===== src/rtl/pe_multicaster.sv =====
// rtl/pe_multicaster.sv - column MultiCaster: tag filter, beat FIFO, PE handshake
//
// Takes tagged {ifmap, fltr, psum} beats from the row bus. A beat whose tag
// equals col_id is buffered and later delivered to the PE. A beat with any
// other tag is consumed and discarded, so it never stalls the bus.
//
// Ports
//   clk, rst_n              clock; asynchronous active-low reset
//   caster_en, kernel_size  start pulse; kernel_size is latched when it fires
//   flush                   abort and empty the buffer
//   col_id, bus_tag         this column's ID; destination tag of the bus beat
//   bus_valid/bus_ready     bus handshake
//   bus_ifmap/fltr/psum     bus beat payload
//   pe_en                   PE enable (high while running)
//   pe_valid/pe_ready       PE handshake on the FIFO head
//   pe_ifmap/fltr/psum      FIFO head payload (zero when pe_valid is low)
//   pe_last                 the head beat closes a kernel window
//   pe_kernel_size          latched kernel_size
//   fifo_count              number of buffered beats
module pe_multicaster #(
    parameter int DATA_WIDTH = 16,
    parameter int NUM_COL    = 4,
    parameter int FIFO_DEPTH = 4,
    localparam int TW = $clog2(NUM_COL),
    localparam int CW = $clog2(FIFO_DEPTH + 1)
) (
    input  logic                    clk,
    input  logic                    rst_n,
    input  logic                    caster_en,
    input  logic [7:0]              kernel_size,
    input  logic                    flush,
    input  logic [TW-1:0]           col_id,
    input  logic [TW-1:0]           bus_tag,
    input  logic                    bus_valid,
    output logic                    bus_ready,
    input  logic [DATA_WIDTH-1:0]   bus_ifmap,
    input  logic [DATA_WIDTH-1:0]   bus_fltr,
    input  logic [2*DATA_WIDTH-1:0] bus_psum,
    output logic                    pe_en,
    output logic                    pe_valid,
    input  logic                    pe_ready,
    output logic [DATA_WIDTH-1:0]   pe_ifmap,
    output logic [DATA_WIDTH-1:0]   pe_fltr,
    output logic [2*DATA_WIDTH-1:0] pe_psum,
    output logic                    pe_last,
    output logic [7:0]              pe_kernel_size,
    output logic [CW-1:0]           fifo_count
);

    localparam int PW = (FIFO_DEPTH > 1) ? $clog2(FIFO_DEPTH) : 1;
    localparam int EW = 4 * DATA_WIDTH;
    localparam logic [PW-1:0] PTR_ONE = PW'(1);
    localparam logic [CW-1:0] CNT_ONE = CW'(1);
    localparam logic [CW-1:0] CNT_FULL = CW'(FIFO_DEPTH);

    typedef enum logic [1:0] {
        S_IDLE  = 2'd0,
        S_RUN   = 2'd1,
        S_FLUSH = 2'd2
    } state_t;

    state_t          state_q, state_d;
    logic [PW-1:0]   wr_ptr_q, rd_ptr_q;
    logic [CW-1:0]   count_q;
    logic [7:0]      win_cnt_q;
    logic [7:0]      ks_q;
    logic [EW-1:0]   mem_q [FIFO_DEPTH];

    logic            full;
    logic            tag_match;
    logic            push;
    logic            pop;
    logic [EW-1:0]   head;

    assign full      = (count_q == CNT_FULL);
    assign tag_match = (bus_tag == col_id);

    // ---------------- FSM: state register ----------------
    always_ff @(posedge clk or negedge rst_n) begin
        if (!rst_n) begin
            state_q <= S_IDLE;
        end else begin
            state_q <= state_d;
        end
    end

    // ---------------- FSM: next state ----------------
    // flush wins over caster_en in every state; a held flush keeps us in FLUSH.
    always_comb begin
        state_d = state_q;
        if (flush) begin
            state_d = S_FLUSH;
        end else begin
            case (state_q)
                S_IDLE:  if (caster_en) state_d = S_RUN;
                S_RUN:   state_d = S_RUN;
                S_FLUSH: state_d = S_IDLE;
                default: state_d = S_IDLE;
            endcase
        end
    end

    // ---------------- FSM: outputs ----------------
    // A full FIFO only back-pressures beats meant for this column; foreign
    // beats are always swallowed so the shared bus keeps moving.
    always_comb begin
        pe_en     = 1'b0;
        bus_ready = 1'b0;
        pe_valid  = 1'b0;
        if (state_q == S_RUN) begin
            pe_en     = 1'b1;
            bus_ready = !full || !tag_match;
            pe_valid  = (count_q != '0);
        end
    end

    assign push = bus_valid && bus_ready && tag_match;
    assign pop  = pe_valid && pe_ready;

    // ---------------- FIFO storage (no reset needed: reads are gated) ----------------
    always_ff @(posedge clk) begin
        if (push) begin
            mem_q[wr_ptr_q] <= {bus_ifmap, bus_fltr, bus_psum};
        end
    end

    // ---------------- pointers, count, window counter ----------------
    always_ff @(posedge clk or negedge rst_n) begin
        if (!rst_n) begin
            wr_ptr_q  <= '0;
            rd_ptr_q  <= '0;
            count_q   <= '0;
            win_cnt_q <= '0;
        end else if (state_q == S_FLUSH) begin
            wr_ptr_q  <= '0;
            rd_ptr_q  <= '0;
            count_q   <= '0;
            win_cnt_q <= '0;
        end else begin
            if (push) wr_ptr_q <= wr_ptr_q + PTR_ONE;
            if (pop)  rd_ptr_q <= rd_ptr_q + PTR_ONE;
            case ({push, pop})
                2'b10:   count_q <= count_q + CNT_ONE;
                2'b01:   count_q <= count_q - CNT_ONE;
                default: count_q <= count_q;
            endcase
            // With kernel_size 0 pe_last never fires and the 8-bit counter
            // simply rolls over at 255.
            if (pop) begin
                win_cnt_q <= pe_last ? 8'd0 : win_cnt_q + 8'd1;
            end
        end
    end

    always_ff @(posedge clk or negedge rst_n) begin
        if (!rst_n) begin
            ks_q <= '0;
        end else if (state_q == S_IDLE && caster_en && !flush) begin
            ks_q <= kernel_size;
        end
    end

    // ---------------- PE side ----------------
    assign head     = mem_q[rd_ptr_q];
    assign pe_ifmap = pe_valid ? head[EW-1 -: DATA_WIDTH]              : '0;
    assign pe_fltr  = pe_valid ? head[2*DATA_WIDTH +: DATA_WIDTH]      : '0;
    assign pe_psum  = pe_valid ? head[2*DATA_WIDTH-1:0]                : '0;
    assign pe_last  = pe_valid && (ks_q != 8'd0) && (win_cnt_q == ks_q - 8'd1);

    assign pe_kernel_size = ks_q;
    assign fifo_count     = count_q;

endmodule


===== config.mk =====
export PLATFORM = sky130hd
export DESIGN_NAME = pe_multicaster
export DESIGN_NICKNAME = d
export VERILOG_FILES = /design/src/rtl/pe_multicaster.sv
export SDC_FILE = /design/constraint.sdc
export NUM_CORES = 1
export LEC_CHECK = 0
export BUFFER_PORTS_ARGS = -buffer_cell sky130_fd_sc_hd__buf_2
export CAP_MARGIN = 20
export CORE_AREA = 10 10 221 118
export CTS_CLUSTER_SIZE = 8
export DETAILED_ROUTE_END_ITERATION = 8
export DIE_AREA = 0 0 231 128
export PLACE_DENSITY_LB_ADDON = 0.12
export SYNTH_ARGS = -nofsm -noshare
export SYNTH_HDL_FRONTEND = slang
export SYNTH_SLANG_ARGS = --single-unit

===== constraint.sdc =====
create_clock -name clk -period 2.9 [get_ports clk]
set_input_delay 0.29 -clock clk [delete_from_list [all_inputs] [get_ports clk]]
set_output_delay 0.29 -clock clk [all_outputs]
set_load 0.01 [all_outputs]

Word-level counts from Yosys, hierarchy flattened
Memories as Yosys holds them, arrays and structs flattened.
Cells that the tools add are included.
Widths: inputs -> output; s select.

cells by class
  add/sub/neg operators = 6
  reduce and logical (&&, ||, !) cells = 17
  multiplexer cells = 20
  equality and inequality tests = 8

operators by type and width
  kind                 number
  $mux 16              2
  $mux 32              1
  $mux 8               3
  $mux 2               6
  $add 8x1->8 const B  1
  $eq 8x8->1           1
  $reduce_bool 8->1    1
  $sub 8x1->8 const B  1
  $logic_and 1x1->1    7
  $pmux 3 s2           1
  $reduce_bool 3->1    2
  $mux 1               5
  $add 2x1->2 const B  2
  $eq 2x1->1 const B   2
  $eq 2x2->1 const B   2
  $pmux 2 s2           1
  $reduce_bool 2->1    2
  $add 3x1->3 const B  1
  $eq 3x3->1 const B   1
  $logic_not 1->1      3
  $mux 3               1
  $ne 3x3->1 const B   1
  $sub 3x1->3 const B  1
  $eq 2x2->1           1
  2 further kinds      2

storage, ports and cells
  output and inout port bits = 79
  word-level logic and storage cells = 58
  bits of input ports = 82
  memory bits (writable) = 256
  memories kept = 1
  register bits = 25

memory list
  name   depth  width  rd ports  clocked after memory_dff  wr ports  line  RTL
  mem_q  4      64     1         0                         1         67    logic [EW-1:0] mem_q [FIFO_DEPTH];

Logic depth before layout (Yosys ltp)
Gate-level depths: netlist of the first run.

  depth after elaboration = 9
  mapped depth = 11
  depth with buffers taken out = 10

Least setup slack after synthesis of the first run
Ideal clock, no wire load.

  path kind = flip-flop to flip-flop
  start = register state_q[1]
  end = memory mem_q[1][0] in the netlist's numbering (enable)
  path buffers = 1
  cell stages (with the launch flop) = 5
  path slack = -216 ps
  library setup time = 429 ps
  arrival time = 2,688 ps
  cell sequence = dfrtp_1 -> nand3b_1 -> nor4_1 -> clkbuf_1 -> and2_1

on the way
  longest elaborated chain between the ends = 6

ends and longest elaborated chain
  what                            line  RTL
  from (decl)                     62    state_t state_q, state_d;
  from (signal assigned)          83    state_q <= state_d;
  $eq 2x1->1                      110   if (state_q == S_RUN) begin
  $mux 1                          110
  $logic_and 1x1->1 (2 in a row)  117   assign push = bus_valid && bus_ready && tag_match;
  $mux 1                          122   if (push) begin
  $mux 1 (not written as such)    123   mem_q[wr_ptr_q] <= {bus_ifmap, bus_fltr, bus_psum};
  to (decl)                       67

No other way between the ends.

Worst setup path in the final report of the first run
  start = register ks_q[2] (netlist: pe_kernel_size[2])
  end = output port pe_last

on the way
  longest elaborated chain between the ends = 3
  elaborated cells between the ends (all ways) = 5
  classes of those cells = add/sub: 1; eq/ne: 1; reduce/logical: 3

ends and longest elaborated chain
  what                                                     line  RTL
  from (decl)                                              66    logic [7:0] ks_q;
  from (signal assigned)                                   159   ks_q <= kernel_size;
  $sub 8x1->8 / $reduce_bool 8->1 (equally long branches)  168   assign pe_last = pe_valid && (ks_q != 8'd0) && (win_cnt_q == ks_q - 8'd1);
  $eq 8x8->1 / $logic_and 1x1->1 (equally long branches)   168
  $logic_and 1x1->1 *                                      168
  to (decl)                                                45    output logic pe_last,

Mark *: on every way between the ends. The rest lies on a longest branch, timed or not.

==> metrics.md, run 1 <==
| Metric | Value |
|---|---|
| Worst setup SP type | `flip-flop` |
| Max-Slew Margin vs Limit | `0.600` |
| Worst setup skew after layout | `14.1 ps` |
| Final Max Tran Viols | `0` |
| Drt first-iter violations | `751` |
| Iteration count of the initial detailed-routing pass | `5` |
| Root Driver | `sky130_fd_sc_hd__clkbuf_16` |
| Row cnt | `39` |
| Clock insertion delay at the later pin of the skew report | `510 ps` |
| Post-detailed-route DRC marker count | `0` |
| Total power consumption of the routed design | `9.19 mW` |
| Post-synth EDFFs | `256` |
| Vias in the first global route | `6946` |
| Worst Path Arrival | `2560 ps` |
| Starting utilization of the core area | `0.502` |
| Wire per inst | `22.4 µm` |
| Die span in x | `231 µm` |
| Worst Reg-to-Reg Cells | `8` |
| Total of buffers placed on input and output ports | `160` |
| Reg2reg start | `fifo_count[1]$_DFFE_PN0P_` |
| Number of nets produced by synthesis | `670` |
| Count of distinct cell types in the synthesized netlist | `42` |
| CTS sink count | `281` |
| Crit Path Max Fanout | `9` |
| Power density over the cells | `639 nW/µm²` |
| Slew @ Worst Pin | `599 ps` |
| Finished Layout Cells | `1165` |
| Final routed wirelength across all metal layers | `26100 µm` |
| Leading area contributor after synthesis | `sky130_fd_sc_hd__edfxtp_1` |
| Final #Nets | `924` |
| Area taken by multi-input logic gates | `2790 µm²` |
| Capture point of the worst reg-to-reg path | `fifo_count[2]$_DFFE_PN0P_` |
| Share of synthesized registers carrying an async set or reset | `0.0890` |
| Minimum period implied by the final worst setup slack | `2850 ps` |
| Share of post-route cells with drive strength above 1 | `0.364` |
| Total leakage power | `5.41 nW` |
| Wire length of the first global-routing pass | `40500 µm` |
| Logic depth of the worst path, buffers included | `5` |
| Growth of design area from synthesis to finish | `28.4%` |
| Inserted Clock Buffers | `41` |
| Final Cycle Share | `0.981` |
| Total global routing track utilization | `0.176` |
| Number of antenna violations at the first check in global routing | `2` |
| Total half-perimeter wirelength after legalization and detailed placement | `16000 µm` |
| Hold Fails Final Rpt | `0` |
| Setup crit end kind | `primary output` |
| Placeable core region | `22300 µm²` |
| Placed instance count | `1032` |
| Clock-pin slew on the worst setup and hold paths | `50 ps` |
| Most common cell in the netlist | `sky130_fd_sc_hd__edfxtp_1` |
| Maxcap violations | `0` |
| Average cell area after synthesis | `19.3 µm²` |
| Final setup fails | `0` |
| H-tree depth | `2` |
| Final hold slack | `18.4 ps` |
| Cell count after synthesis | `580` |
| Launch point of the critical path | `pe_kernel_size[2]$_DFFE_PN0P_` |
| Slowest stage cell, crit path | `sky130_fd_sc_hd__nor4_2` |
| Req. time, crit path | `2610 ps` |
| Max rail drop VDD | `0.413 mV` |
| Series of cell instances along the critical path | `nor4_2 > o21ai_0 > a221oi_2 > nor4_4 > buf_2` |
| Total buffers and inverters traversed by the critical path | `1` |
| Via count of the routed design | `6509` |
| Sequential area share after synthesis | `0.741` |
| Clock tree from TritonCTS | `built` |
| Vias per cell | `5.59` |
| Number of nets with antenna violations after routing | `0` |
| Result of the run | `complete, no violations` |
| Final global-route overflow total | `0` |
| Delay of the slowest critical-path stage | `550 ps` |
| Biggest area contributors in the synthesized netlist | `sky130_fd_sc_hd__edfxtp_1, sky130_fd_sc_hd__mux4_2, sky130_fd_sc_hd__dfrtp_1` |
| Seq. cell area | `8320 µm²` |
| Largest net degree at the start of global routing | `52` |
| Maximum number of buffers from clock root to sink | `3` |
| FF-to-FF setup slack | `230 ps` |
| Capture point of the worst path | `pe_last` |
| Synth Register Bits | `281` |
| Post-synth top cells | `sky130_fd_sc_hd__edfxtp_1, sky130_fd_sc_hd__and3_1, sky130_fd_sc_hd__mux4_2` |
| Weighted congestion at the end of routability-driven global placement | `0.855` |
| # fillers | `1575` |
| Warnings from Yosys | `0` |
| Worst path top cell family by delay | `compound AO/OA/AOI/OAI gates` |
| I/O pin count | `161` |
| Class of the most critical hold timing path | `in2reg` |
| Area enclosed by the die boundary | `29600 µm²` |
| Combined area of all synthesized cells | `11200 µm²` |
| Vertical die dimension | `128 µm` |
| Most frequently used flop master after synthesis | `sky130_fd_sc_hd__edfxtp_1` |
| Max Freq | `351 MHz` |
| Proportion of netlist area held by the largest area contributor | `0.685` |
| Type of the worst setup path | `reg2out` |
## stage by stage
step,TNS (ps),setup slack (ps),utilization,area (µm²)
3_5_place_dp,0,259,0.562,12600
4_1_cts,0,0.00488,0.642,14400
3_3_place_gp,0,467,0.562,12600
5_1_grt,-11.9,-11.9,0.644,14400
2_1_floorplan,0,448,-,11200
6_report,0,54.9,0.644,14400
## power by group
part / switching (mW) / leakage [nW] / internal (mW)
registers: 0.0572 / 2.63 / 4.46
clock network: 1.56 / 0.539 / 2.57
logic: 0.308 / 2.25 / 0.236
## worst min path at each step
| stage | from | to | cells past startpoint | slack (ps) |
|---|---|---|---|---|
| after global routing | bus_ifmap[14] | mem_q[0][62]$_DFFE_PP_ | 1 | 5 |
| after detailed placement | rst_n | state_q[1]$_DFFE_PN0P_ | 1 | 340 |
| after global placement | rst_n | state_q[1]$_DFFE_PN0P_ | 1 | 330 |
| after CTS | bus_psum[2] | mem_q[2][2]$_DFFE_PP_ | 1 | 0.9 |
| after floorplan | rst_n | fifo_count[0]$_DFFE_PN0P_ | 0 | -6 |
| final | bus_ifmap[14] | mem_q[2][62]$_DFFE_PP_ | 1 | 20 |
## layout make-up
cell class / instances / area share
clock inverters: 3 / 0.00183
inverters: 7 / 0.00183
well taps: 307 / 0.0267
clock buffers: 58 / 0.0757
repair buffers: 244 / 0.121
flip-flops and latches: 281 / 0.578
diodes: 6 / 0.00104
multi-input cells: 259 / 0.194
## sequential cells by signal, indices dropped and copies added (netlist names)
name            count
win_cnt_q           8
wr_ptr_q            2
rd_ptr_q            2
mem_q             256
pe_kernel_size      8
fifo_count          3
state_q             2
## kinds of logic after synthesis
kind of cell             synth area share
AO/OA/AOI/OAI                      0.0170
XOR/XNOR                           0.0109
adder cells (fa/ha/maj)           0.00959
buffers and inverters              0.0143
flip-flops                          0.741
multiplexers                        0.136
AND/OR/NAND/NOR                    0.0705
## cells in the final DEF, fill, tap and decap left out, drive strengths merged, types with 3 or more instances in the layout
master	synthesis	routed
edfxtp	256	256
buf	10	179
and3	68	68
dlygate4sd3	0	65
mux4	64	64
clkbuf	23	58
dfrtp	25	25
nor2	19	19
nand2	12	12
inv	7	9
xnor2	8	8
o21ai	8	8
nor3	7	7
mux2	7	7
ha	7	7
diode	0	6
xor2	6	6
a21oi	6	6
nand3	5	5
nor2b	5	5
nor3b	4	4
and2	4	4
nor4	4	4
nand2b	3	3
## timing repair
item	4_1_cts	5_1_grt
buffers inserted	0	1
hold endpoints to repair	252	0
pin swaps	0	1
hold buffers	65	0
resized for setup	2	4
endpoints found under the setup margin	1	1
## metal layers
| metal | share of wire | GRT usage |
|---|---|---|
| met3 | 0.063 | 0.0420 |
| met1 | 0.46 | 0.254 |
| met2 | 0.46 | 0.262 |
| met4 | 0.014 | 0.0515 |
| met5 | 0 | 0 |
## worst register-to-register path: stages, from the launching register on
cell and delay, ps:
sky130_fd_sc_hd__dfrtp_1 460, sky130_fd_sc_hd__or3_2 680, sky130_fd_sc_hd__and3_1 280, sky130_fd_sc_hd__nand2b_1 110, sky130_fd_sc_hd__inv_1 90, sky130_fd_sc_hd__fa_1 440, sky130_fd_sc_hd__nor3_1 290, sky130_fd_sc_hd__a21oi_1 90
sky130_fd_sc_hd__a21oi_1 160
No activity file was read; power rests on OpenSTA's default activity.
==> inputs of run 2 (changes only) <==
GPL_TIMING_DRIVEN = 0   (was unset)
==> run 2 against run 1 <==
Net effect:
- global-route usage decreased by 0.24 points
- hold slack got worse by 3.3 ps
- maximum frequency increased by 3.4%
- routed wire length decreased by 0.73%
- clock skew decreased by 2.3 ps
- critical path depth increased by 2
- non-clock buffer count increased by 14
- sequential share of layout area increased by 0.10 points
- final area decreased by 0.27%
- via count decreased by 0.58%
- critical endpoint unchanged
- largest power group unchanged
- highest routed layer unchanged
==> metrics.md, run 2 (same netlist as run 1, synthesis figures left out) <==
| Metric | Value |
|---|---|
| Minimum period implied by the final worst setup slack | `2750 ps (-93.7 ps)` |
| Wire per inst | `22.1 µm (-1.4%)` |
| Max Freq | `363 MHz (+3.4%)` |
| Inserted Clock Buffers | `41 (unchanged)` |
| Drt first-iter violations | `544 (-28%)` |
| Wire length of the first global-routing pass | `39800 µm (-1.6%)` |
| Largest net degree at the start of global routing | `54 (+3.8%)` |
| Post-detailed-route DRC marker count | `0 (unchanged)` |
| Cells on Worst Hold Path | `1 (unchanged)` |
| Growth of design area from synthesis to finish | `28.0%` |
| # fillers | `1608 (+2.1%)` |
| Seq. cell area | `8310 µm² (about the same)` |
| Final global-route overflow total | `0 (unchanged)` |
| Vias in the first global route | `6940 (-0.086%)` |
| Req. time, crit path | `2610 ps (about the same)` |
| Vertical die dimension | `128 µm (unchanged)` |
| Clock-pin slew on the worst setup and hold paths | `50 ps (about the same)` |
| Hold Fails Final Rpt | `0 (unchanged)` |
| Placeable core region | `22300 µm² (unchanged)` |
| Die span in x | `231 µm (unchanged)` |
| Total half-perimeter wirelength after legalization and detailed placement | `16700 µm (+4.0%)` |
| Vias per cell | `5.52 (-1.3%)` |
| Final Cycle Share | `0.949 (-0.0323)` |
| Via count of the routed design | `6471 (-0.58%)` |
| Total of buffers placed on input and output ports | `160 (unchanged)` |
| Max FFs per register | `256 (unchanged)` |
| Total power consumption of the routed design | `9.31 mW (+1.3%)` |
| Class of the most critical hold timing path | `in2reg` |
| Largest Register | `mem_q` |
| Type of the worst setup path | `reg2out` |
| Commonest non-fill, non-tap cell in the layout | `sky130_fd_sc_hd__edfxtp_1` |
| CTS sink count | `281 (unchanged)` |
| Clock insertion delay at the later pin of the skew report | `510 ps (about the same)` |
| Max rail drop VDD | `0.499 mV (+21%)` |
| Number of antenna repair diodes | `0 (-6)` |
| Final setup fails | `0 (unchanged)` |
| Share of post-route cells with drive strength above 1 | `0.357 (-0.00704)` |
| Final Instance Area | `14400 µm² (-0.27%)` |
| Maxcap violations | `0 (unchanged)` |
| Starting utilization of the core area | `0.502 (unchanged)` |
| Setup crit end kind | `primary output` |
| Number of antenna violations at the first check in global routing | `0 (-2)` |
| Weighted congestion at the end of routability-driven global placement | `0.807 (-5.7%)` |
| Clock tree from TritonCTS | `built` |
| Final Max Tran Viols | `0 (unchanged)` |
| Total leakage power | `5.44 nW (+0.43%)` |
| Worst Path Arrival | `2460 ps (-100 ps)` |
| Slew @ Worst Pin | `681 ps (+81.9 ps)` |
| H-tree depth | `2 (unchanged)` |
| Crit Path Max Fanout | `8 (-1)` |
| Worst Reg-to-Reg Cells | `9 (+1)` |
| Worst-case setup margin in the final layout | `149 ps (+93.7 ps)` |
| Area taken by multi-input logic gates | `2790 µm² (about the same)` |
| Power density over the cells | `648 nW/µm² (+1.5%)` |
| Area enclosed by the die boundary | `29600 µm² (unchanged)` |
| Place WS | `313 ps (+53.3 ps)` |
| Setup repair after global routing missed its margin | `false` |
| Maximum number of buffers from clock root to sink | `3 (unchanged)` |
| I/O pin count | `161 (unchanged)` |
| Iteration count of the initial detailed-routing pass | `5 (unchanged)` |
| Final #Nets | `938 (+1.5%)` |
| Total global routing track utilization | `0.173 (-0.00242)` |
| Max-Slew Margin vs Limit | `0.546 (-0.0546)` |
| Final hold slack | `15.0 ps (-3.31 ps)` |
| Row cnt | `39 (unchanged)` |
| Result of the run | `complete, no violations` |
| Final routed wirelength across all metal layers | `25900 µm (-0.73%)` |
| Worst setup skew after layout | `11.7 ps (-2.34 ps)` |
| Cell Area, Placed | `12500 µm² (-0.40%)` |
| Most used cells in the layout excluding fill and tap cells | `sky130_fd_sc_hd__edfxtp_1, sky130_fd_sc_hd__buf_2, sky130_fd_sc_hd__and3_1` |
| Number of nets with antenna violations after routing | `0 (unchanged)` |
| Root Driver | `sky130_fd_sc_hd__clkbuf_16` |
| Worst setup SP type | `flip-flop` |
| Post-route setup TNS | `0 ps (unchanged)` |
## run 2: worst paths after layout
path,from,end,slack [ps]
max,pe_kernel_size[0]$_DFFE_PN0P_,pe_last,150
min,bus_psum[13],mem_q[2][13]$_DFFE_PP_,20
max reg2reg,fifo_count[1]$_DFFE_PN0P_,fifo_count[2]$_DFFE_PN0P_,330
min reg2reg,state_q[1]$_DFFE_PN0P_,state_q[0]$_DFFE_PN0P_,520
max in group asynchronous,rst_n,win_cnt_q[3]$_DFFE_PN0P_,2150
min in group asynchronous,rst_n,fifo_count[0]$_DFFE_PN0P_,340
## run 2: stage by stage
| step | utilization | instances |
|---|---|---|
| after detailed placement | 0.560 | 1051 |
| final | 0.642 | 1173 |
| after floorplan | - | 580 |
| after global placement | 0.555 | 1047 |
| after global routing | 0.642 | 1173 |
| after CTS | 0.640 | 1171 |
## run 2: layout make-up
cell class | count | share of cell area
timing repair buffer | 225 | 0.106
inverter | 7 | 0.00183
clock buffer | 59 | 0.0791
multi-input combinational | 259 | 0.194
buffer | 33 | 0.0119
clock inverter | 2 | 0.00122
sequential | 281 | 0.579
tap | 307 | 0.0268
## run 2: where the power goes
| group | switching [mW] | internal (mW) |
|---|---|---|
| clock network | 1.58 | 2.67 |
| logic | 0.309 | 0.236 |
| registers | 0.0547 | 4.46 |
| total | 1.94 | 7.37 |
## run 2: metal layers
layer | global-route usage | share of wire | vias up
met3 | 0.0435 | 0.060 | 34
met5 | 0 | 0 | -
met2 | 0.276 | 0.49 | 194
met1 | 0.236 | 0.44 | 3360
met4 | 0.0450 | 0.017 | 0
li1 | - | - | 2883
## run 2: repair_timing
item | in CTS | in global routing
gates resized for setup | 16 | 9
endpoints found under the setup margin | 52 | 43
hold buffers | 59 | 0
buffers inserted | 0 | 1
endpoints found under the hold margin | 242 | 0
pin swaps | 1 | 3
## run 2: critical path, cell delays in order, from the launching register on
cell and delay, ps:
sky130_fd_sc_hd__dfrtp_1 430, sky130_fd_sc_hd__inv_1 120, sky130_fd_sc_hd__ha_4 210, sky130_fd_sc_hd__nor2b_1 120, sky130_fd_sc_hd__or3_1 350, sky130_fd_sc_hd__a31o_1 260
sky130_fd_sc_hd__nor4_4 290, sky130_fd_sc_hd__buf_2 180
